**src/rtl/mem_responder_if.sv**
```systemverilog
// mem_responder_if: request/grant and read-return bus between the core's
// fetch and data ports and the memory responder.
interface mem_responder_if #(
   parameter int AW = 8,
   parameter int DW = 8
) ();
   logic          if_req;
   logic [AW-1:0] if_addr;
   logic          if_gnt;
   logic          if_rvalid;
   logic [DW-1:0] if_rdata;
   logic          d_req;
   logic          d_we;
   logic [AW-1:0] d_addr;
   logic [DW-1:0] d_wdata;
   logic          d_gnt;
   logic          d_rvalid;
   logic [DW-1:0] d_rdata;
   logic          busy;
   modport master (
      output if_req, if_addr, d_req, d_we, d_addr, d_wdata,
      input  if_gnt, if_rvalid, if_rdata, d_gnt, d_rvalid, d_rdata, busy
   );
   modport slave (
      input  if_req, if_addr, d_req, d_we, d_addr, d_wdata,
      output if_gnt, if_rvalid, if_rdata, d_gnt, d_rvalid, d_rdata, busy
   );
endinterface

```
**src/rtl/mem_responder.sv**
```systemverilog
// mem_responder: single-port RAM shared by fetch and data ports with fair arbitration
// and fixed-latency read return. MEM_ACCESS_CNT_EN adds saturating per-port grant counters.
module mem_responder #(
   parameter int AW         = 8,
   parameter int DW         = 8,
   parameter int DEPTH      = 256,
   parameter int RD_LATENCY = 1
) (
   input  logic           clk,
   input  logic           rst_n,
   mem_responder_if.slave bus
`ifdef MEM_ACCESS_CNT_EN
   ,
   output logic [15:0]    if_cnt,
   output logic [15:0]    d_cnt
`endif
);
   localparam int IW = DEPTH > 1 ? $clog2(DEPTH) : 1;
   localparam int L  = RD_LATENCY;
   logic [DW-1:0] mem_q [DEPTH];
   logic          last_d_q, last_d_d;
   logic [L-1:0]  v_q, v_d, p_q, p_d;
   logic [DW-1:0] dat_q [L];
   logic [DW-1:0] dat_d [L];
   logic [DW-1:0] if_hold_q, if_hold_d, d_hold_q, d_hold_d;
   logic          if_gnt, d_gnt, rd_en, in_range, if_rv, d_rv;
   logic [AW-1:0] addr;
   logic [DW-1:0] rd_data;
   // last_d_q = 1 when the data port won the most recent contended cycle
   always_comb begin
      d_gnt     = rst_n & bus.d_req & ~(bus.if_req & last_d_q);
      if_gnt    = rst_n & bus.if_req & ~d_gnt;
      last_d_d  = (bus.if_req & bus.d_req) ? d_gnt : last_d_q;
      addr      = d_gnt ? bus.d_addr : bus.if_addr;
      in_range  = 32'(addr) < DEPTH;
      rd_data   = in_range ? mem_q[addr[IW-1:0]] : '0;
      rd_en     = if_gnt | (d_gnt & ~bus.d_we);
      v_d       = (v_q << 1) | L'(rd_en);
      p_d       = (p_q << 1) | L'(d_gnt);
      dat_d[0]  = rd_data;
      for (int i = 1; i < L; i++) dat_d[i] = dat_q[i-1];
      if_rv     = v_q[L-1] & ~p_q[L-1];
      d_rv      = v_q[L-1] & p_q[L-1];
      if_hold_d = if_rv ? dat_q[L-1] : if_hold_q;
      d_hold_d  = d_rv ? dat_q[L-1] : d_hold_q;
   end
   always_ff @(posedge clk or negedge rst_n) begin
      if (!rst_n) begin
         last_d_q  <= 1'b0;
         v_q       <= '0;
         p_q       <= '0;
         if_hold_q <= '0;
         d_hold_q  <= '0;
         for (int i = 0; i < L; i++) dat_q[i] <= '0;
      end else begin
         last_d_q  <= last_d_d;
         v_q       <= v_d;
         p_q       <= p_d;
         if_hold_q <= if_hold_d;
         d_hold_q  <= d_hold_d;
         for (int i = 0; i < L; i++) dat_q[i] <= dat_d[i];
      end
   end
   // array contents survive reset
   always_ff @(posedge clk) begin
      if (d_gnt && bus.d_we && in_range) mem_q[addr[IW-1:0]] <= bus.d_wdata;
   end
   assign bus.if_gnt    = if_gnt;
   assign bus.d_gnt     = d_gnt;
   assign bus.if_rvalid = if_rv;
   assign bus.d_rvalid  = d_rv;
   assign bus.if_rdata  = if_rv ? dat_q[L-1] : if_hold_q;
   assign bus.d_rdata   = d_rv ? dat_q[L-1] : d_hold_q;
   assign bus.busy      = |v_q;
`ifdef MEM_ACCESS_CNT_EN
   logic [15:0] if_cnt_q, if_cnt_d, d_cnt_q, d_cnt_d;
   always_comb begin
      if_cnt_d = if_cnt_q + 16'(if_gnt && if_cnt_q != 16'hFFFF);
      d_cnt_d  = d_cnt_q + 16'(d_gnt && d_cnt_q != 16'hFFFF);
   end
   always_ff @(posedge clk or negedge rst_n) begin
      if (!rst_n) begin
         if_cnt_q <= '0;
         d_cnt_q  <= '0;
      end else begin
         if_cnt_q <= if_cnt_d;
         d_cnt_q  <= d_cnt_d;
      end
   end
   assign if_cnt = if_cnt_q;
   assign d_cnt  = d_cnt_q;
`endif
endmodule

```
**src/flat_wrapper.sv**
```systemverilog
// flat-port wrapper written by rule: the top's interface ports become plain ports
module mem_responder_flat 
#(
   parameter int AW         = 8,
   parameter int DW         = 8,
   parameter int DEPTH      = 256,
   parameter int RD_LATENCY = 1
)
  (clk, rst_n, bus_if_req, bus_if_addr, bus_d_req, bus_d_we, bus_d_addr, bus_d_wdata, bus_if_gnt, bus_if_rvalid, bus_if_rdata, bus_d_gnt, bus_d_rvalid, bus_d_rdata, bus_busy);
  mem_responder_if #(.AW(AW), .DW(DW)) bus_i ();
  input  logic clk;
  input  logic rst_n;
  input wire logic [$bits(bus_i.if_req)-1:0] bus_if_req;
  input wire logic [$bits(bus_i.if_addr)-1:0] bus_if_addr;
  input wire logic [$bits(bus_i.d_req)-1:0] bus_d_req;
  input wire logic [$bits(bus_i.d_we)-1:0] bus_d_we;
  input wire logic [$bits(bus_i.d_addr)-1:0] bus_d_addr;
  input wire logic [$bits(bus_i.d_wdata)-1:0] bus_d_wdata;
  output wire logic [$bits(bus_i.if_gnt)-1:0] bus_if_gnt;
  output wire logic [$bits(bus_i.if_rvalid)-1:0] bus_if_rvalid;
  output wire logic [$bits(bus_i.if_rdata)-1:0] bus_if_rdata;
  output wire logic [$bits(bus_i.d_gnt)-1:0] bus_d_gnt;
  output wire logic [$bits(bus_i.d_rvalid)-1:0] bus_d_rvalid;
  output wire logic [$bits(bus_i.d_rdata)-1:0] bus_d_rdata;
  output wire logic [$bits(bus_i.busy)-1:0] bus_busy;
  assign bus_i.if_req = bus_if_req;
  assign bus_i.if_addr = bus_if_addr;
  assign bus_i.d_req = bus_d_req;
  assign bus_i.d_we = bus_d_we;
  assign bus_i.d_addr = bus_d_addr;
  assign bus_i.d_wdata = bus_d_wdata;
  assign bus_if_gnt = bus_i.if_gnt;
  assign bus_if_rvalid = bus_i.if_rvalid;
  assign bus_if_rdata = bus_i.if_rdata;
  assign bus_d_gnt = bus_i.d_gnt;
  assign bus_d_rvalid = bus_i.d_rvalid;
  assign bus_d_rdata = bus_i.d_rdata;
  assign bus_busy = bus_i.busy;
  mem_responder #(.AW(AW), .DW(DW), .DEPTH(DEPTH), .RD_LATENCY(RD_LATENCY)) u_core (.clk(clk), .rst_n(rst_n), .bus(bus_i));
endmodule
```
**config.mk**
```make
export PLATFORM = sky130hd
export DESIGN_NAME = mem_responder_flat
export DESIGN_NICKNAME = d
export VERILOG_FILES = /design/src/rtl/mem_responder_if.sv /design/src/rtl/mem_responder.sv /design/src/flat_wrapper.sv
export SDC_FILE = /design/constraint.sdc
export NUM_CORES = 2
export LEC_CHECK = 0
export CAP_MARGIN = 20
export CORE_AREA = 2 2 429 431
export CTS_CLUSTER_DIAMETER = 50
export CTS_CLUSTER_SIZE = 40
export DETAILED_ROUTE_END_ITERATION = 16
export DIE_AREA = 0 0 431 433
export PLACE_DENSITY = 0.62
export REMOVE_ABC_BUFFERS = 1
export SYNTH_ARGS = -nofsm -noshare
export SYNTH_HDL_FRONTEND = slang
export SYNTH_SLANG_ARGS = --single-unit
```
**constraint.sdc**
```tcl
create_clock -name clk -period 3.5 [get_ports clk]
set_input_delay 0.7 -clock clk [delete_from_list [all_inputs] [get_ports clk]]
set_output_delay 0.7 -clock clk [all_outputs]
set_load 0.01 [all_outputs]
```
## Word level (Yosys, flattened, before mapping)

Memories as Yosys holds them, arrays and structs flattened. A register that Yosys moved wholly into a read port is not among the register bits.
Index checks and enable logic that the tools add are counted.

| cells by class | value |
|---|---|
| muxes and demuxes | 5 |
| bitwise logic cells | 14 |
| reduce and logical (&&, ||, !) cells | 2 |

Operators with widths:

| cell | number |
|---|---|
| 8-bit two-way mux | 3 |
| 1-bit AND | 9 |
| 1-bit NOT | 4 |
| 1-bit two-way mux | 2 |
| 1-bit logical AND | 1 |
| 1-bit logical NOT | 1 |
| 1-bit bitwise OR | 1 |

| storage, ports and cells | value |
|---|---|
| register bits after elaboration | 19 |
| bits in writable memories | 2,048 |
| input bits | 29 |
| output and inout bits | 21 |
| memories kept | 1 |

Memories:

| memory | depth | width | rd ports | clocked after memory_dff | write ports | RTL line | RTL |
|---|---|---|---|---|---|---|---|
| u_core.mem_q | 256 | 8 | 1 | 1 | 1 | mem_responder.sv:20 | `logic [DW-1:0] mem_q [DEPTH];` |

## Logic depth before layout (Yosys ltp)

| logic depth | value |
|---|---|
| depth after elaboration | 6 |
| gate-level depth with buffers | 16 |

## Least setup slack after synthesis

No wires, ideal clock.

| timing path | value |
|---|---|
| path type | input-to-reg |
| start | input port rst_n |
| end | memory u_core.mem_q[109][0], enable pin |
| arrival time | 2.878 ns |
| setup slack | 0.252 ns |
| cell stages on the path | 12 |
| path buffers | 6 |
| path through | and2_1 buf_6 a21boi_0 nor2_1 buf_2 buf_2 buf_2 buf_2 nor2_1 nand2_1 clkbuf_1 nor2_1 |

| between the ends | value |
|---|---|
| word-level cells in the longest chain between the ends | 5 |
| elaborated cells on any way between the ends | 6 |
| those cells by class | mux (3); bitwise (2); reduce/logical (1) |

Ends and longest elaborated chain:

| item | RTL line | RTL |
|---|---|---|
| from (decl) | flat_wrapper.sv:12 | `input logic rst_n;` |
| 1-bit AND (*) (2 in series) | mem_responder.sv:31 | `d_gnt = rst_n & bus.d_req & ~(bus.if_req & last_d_q);` |
| 1-bit logical AND | mem_responder.sv:66 | `if (d_gnt && bus.d_we && in_range) mem_q[addr[IW-1:0]] <= bus.d_wdata;` |
| 1-bit two-way mux | mem_responder.sv:66 |  |
| 1-bit two-way mux (implied by the code) | mem_responder.sv:66 |  |
| to (decl) | mem_responder.sv:20 |  |

Mark *: on every way between the ends. The rest lies on a longest branch, timed or not.

## Worst setup path after layout

| timing path | value |
|---|---|
| start | input port bus_if_req |
| end | register u_core.dat_q[3] in the netlist's numbering, read port of u_core.mem_q |

| between the ends | value |
|---|---|
| word-level cells in the longest chain between the ends | 4 |

Ends and longest elaborated chain:

| item | RTL line | RTL |
|---|---|---|
| from (decl) | flat_wrapper.sv:13 | `input wire logic [$bits(bus_i.if_req)-1:0] bus_if_req;` |
| 1-bit AND | mem_responder.sv:31 |  |
| 1-bit NOT | mem_responder.sv:31 |  |
| 1-bit AND | mem_responder.sv:31 |  |
| 8-bit two-way mux | mem_responder.sv:34 | `addr = d_gnt ? bus.d_addr : bus.if_addr;` |
| to (decl) | mem_responder.sv:23 | `logic [DW-1:0] dat_q [L];` |

No other way between the ends.
A chain may end at the register's enable or synchronous reset.

==> results.md <==
* Post-route cell area at approximately 96,000 um2
* Layout cell share with drive strength beyond 1 at between 20% and 30%
* Fin worst setup slack at -0.0706 ns
* Worst VDD drop at about 0.00038 V
* CTS sink count at a little over 2,000
* Number of I/O pins at 50
* Count leader, synth: edfxtp_1
* Final period util at 102%
* WS Path Type: input port to flop
* Clock slew at reported path FFs at ~0.08 ns
* Grt ovf at 0
* DP Cell Count at between 7,000 and 8,000
* Vias in the first global route at around 45,000
* Leakage at between 30 and 40 nW
* Area Overhead vs Synth at 18.4%
* Row cnt at ~160
* H-tree levels at 4
* Critical path data arrival time at about 4.3 ns
* Status: finished, violations left
* Endpoints failing setup at 2
* Die X-Extent at 431 um
* Tot GR Track Use at approximately 23%
* Worst r2r src: u_core.last_d_q$_DFFE_PN0P_
* Mapped Cells at 4,552
* Max Slew Vio Count at 0
* Vias per cell at a little under 6
* Post-DP HPWL at about 140,000 um
* Nets@finish at between 5,000 and 6,000
* Die height at 433 um
* EDFF count, synth at between 2,000 and 2,500
* Number of I/O port buffers at ~50
* CP startpoint: bus_if_req
* Cell area after synthesis at 81,300 um2
* Detailed Route WL at 216,000 um
* Synth area leaders: edfxtp_1 76%, mux4_2 7.5%, a211oi_1 2.1%
* Post-synth top area share at about three quarters
* Syn_area_per_cell at ~18 um2
* Area after DPL at between 90,000 and 100,000 um2
* Yosys warns at 0
* Core Area at about 180,000 um2
* Max Fanout on Critical Path at 93
* RSZ-0062 raised after global routing: true
* Failing checks: negative setup slack
* Critical Path RT at ~4.2 ns
* Initial DRC Count at 5,654
* Max Clock Skew at 0.0585 ns
* DRT Pass-1 Iters at 8
* Overall power at around 52 mW
* Via count at around 45,000
* CTS Buffer Depth at 3
* Worst Hold Launch: bus_d_wdata[3]
* First-pass GRT wire length at between 300,000 and 400,000 um
* Initial antenna violation count at 7
* Routed length per placed instance at 28.1 um
* DIE AREA at between 150,000 and 200,000 um2
* Synth async-reset ratio at under 10%
* Worst hold path class: input port to flop
* Post-synth top cells: 2,048 x edfxtp_1, 422 x nand2_1, 273 x nor2_1, 272 x mux4_2, 225 x a211oi_1
* Layout fillers at approximately 14,000
* CTS tree: built
* Cell taking the most area after synthesis: edfxtp_1
* CP startpoint kind: input port
* Seq/Total Area, Yosys at about three quarters
* Hold WS at a little over 0.3 ns
* Synthesis-stage register bit count at about 2,100
* Final std cells w/o fill at slightly below 8,000
* Slew @ Worst Pin at between 0.8 and 0.9 ns
* Clk_lat worst skew at roughly 0.85 ns
* Worst setup EP type: flop
* Peak Freq at around 280 MHz
* Max-cap violations at 0
* Largest net degree at the start of global routing at approximately 110
* Pwr dens at approximately 540 nW/um2
* Max transition margin at about two fifths
* Commonest register cell after synthesis: edfxtp_1
* Clock tree root driver cell: clkbuf_16
* Final Hold Vio Count at 0
* Min Tclk post-route at around 3.6 ns
* CTS buffer count at 156
* DRC at 0
* Initial Util at 44.7%
* Number of nets with antenna violations after detailed routing at 0
* GPL Wtd Cong at around 0.93
* Netlist cell types at 57
## repair_timing
action,in CTS,in global routing
buffers inserted,4,1
endpoints found under the hold margin,12,1
cloned,0,2
endpoints found under the setup margin,9,11
hold buffers,1,1
pin swaps,3,16
gates resized for setup,35,47
## power breakdown
group          total, mW  internal [mW]  switching [mW]
logic               5.29           2.18            3.11
clock network       19.6           9.81            9.82
registers           27.5           27.4           0.132
total               52.4           39.4            13.1
## layout by cell type, fill, tap and decap left out, types with 20 or more instances in the layout
master and instances:
a221oi_1 25, clkbuf_16 158, inv_6 23, a22oi_1 77, mux2i_1 120, a31oi_1 87, clkdlybuf4s50_1 39, nand2_1 416
o22ai_1 24, a311oi_1 24, buf_4 582, nand3_1 48, o21ai_0 20, a211oi_1 213, a31o_2 40, a211o_1 48
buf_12 111, and3_1 212, nor2_1 269, mux4_2 272, a21oi_1 34, edfxtp_1 2048, dfrtp_1 27
## path summary, 6_finish.rpt
path | end | slack, ns | cells past startpoint
max in group asynchronous | u_core.if_hold_q[0]$_DFF_PN0_ | 2.52 | 3
worst max register to register | u_core.dat_q[3]$_DFF_PN0_ | -0.06 | 14
worst max-delay path | u_core.dat_q[3]$_DFF_PN0_ | -0.07 | 15
worst min register to register | u_core.d_hold_q[1]$_DFF_PN0_ | 0.50 | 1
worst min-delay path | u_core.mem_q[181][3]$_DFFE_PP_ | 0.30 | 1
min in group asynchronous | u_core.bus.busy$_DFF_PN0_ | 0.53 | 3
## registers in the layout, indices dropped and copies added (netlist names)
signal	count
u_core.d_hold_q	8
u_core.last_d_q	1
u_core.dat_q	8
u_core.mem_q	2048
u_core.bus.busy	1
u_core.p_q	1
u_core.if_hold_q	8
## kinds of logic (layout without fill, tap and decap cells)
group | after synthesis | count (layout) | synth area share [%]
flops | 2075 | 2075 | 76.4
compound gates | 737 | 737 | 6.78
buf+inv | 313 | 1052 | 1.86
other cells | 0 | 6 | 0
mux | 408 | 408 | 9.23
simple gates | 1019 | 1019 | 5.69
## metal layers
metal / global-route usage [%] / part of all wire [%] / vias up
li1: - / - / 19723
met1: 32.0 / 41 / 23736
met2: 36.1 / 47 / 1702
met3: 4.22 / 7.6 / 335
met4: 9.26 / 4.3 / 2
met5: 0 / 0.0055 / -
## per-stage QoR
stage               setup TNS (ns)  util, %  setup slack (ns)
global route                -0.234     52.9           -0.0768
global placement           -509.09     49.5             -1.28
finish                     -0.0816     52.9           -0.0706
detailed placement         -542.68     49.5             -1.29
floorplan                 -3709.23        -            -17.53
CTS                              0     52.7           0.00608
## critical path: stages
cell	delay, ns
clkdlybuf4s50_1	0.46
buf_4	0.17
and2_1	0.21
o21ai_4	0.07
and2_4	0.15
buf_12	0.15
buf_4	0.19
buf_16	0.22
a211oi_1	0.33
a31oi_1	0.10
o211ai_1	0.33
nand4_1	0.44
o21ai_4	0.38
buf_4	0.16
nand4bb_1	0.10
## area by class of cell
cell class | count | area [um2] | share of cell area (%)
Clock buffer | 163 | 3930 | 4.08
Timing Repair Buffer | 759 | 7390 | 7.68
Inverter | 3 | 11.3 | 0.0117
Tap cell | 2385 | 2980 | 3.10
Antenna cell | 6 | 15.0 | 0.0156
Sequential cell | 2075 | 62200 | 64.6
Clock inverter | 127 | 1740 | 1.81
Multi-Input combinational cell | 2164 | 18100 | 18.8
(Power assumes the default switching activity.)
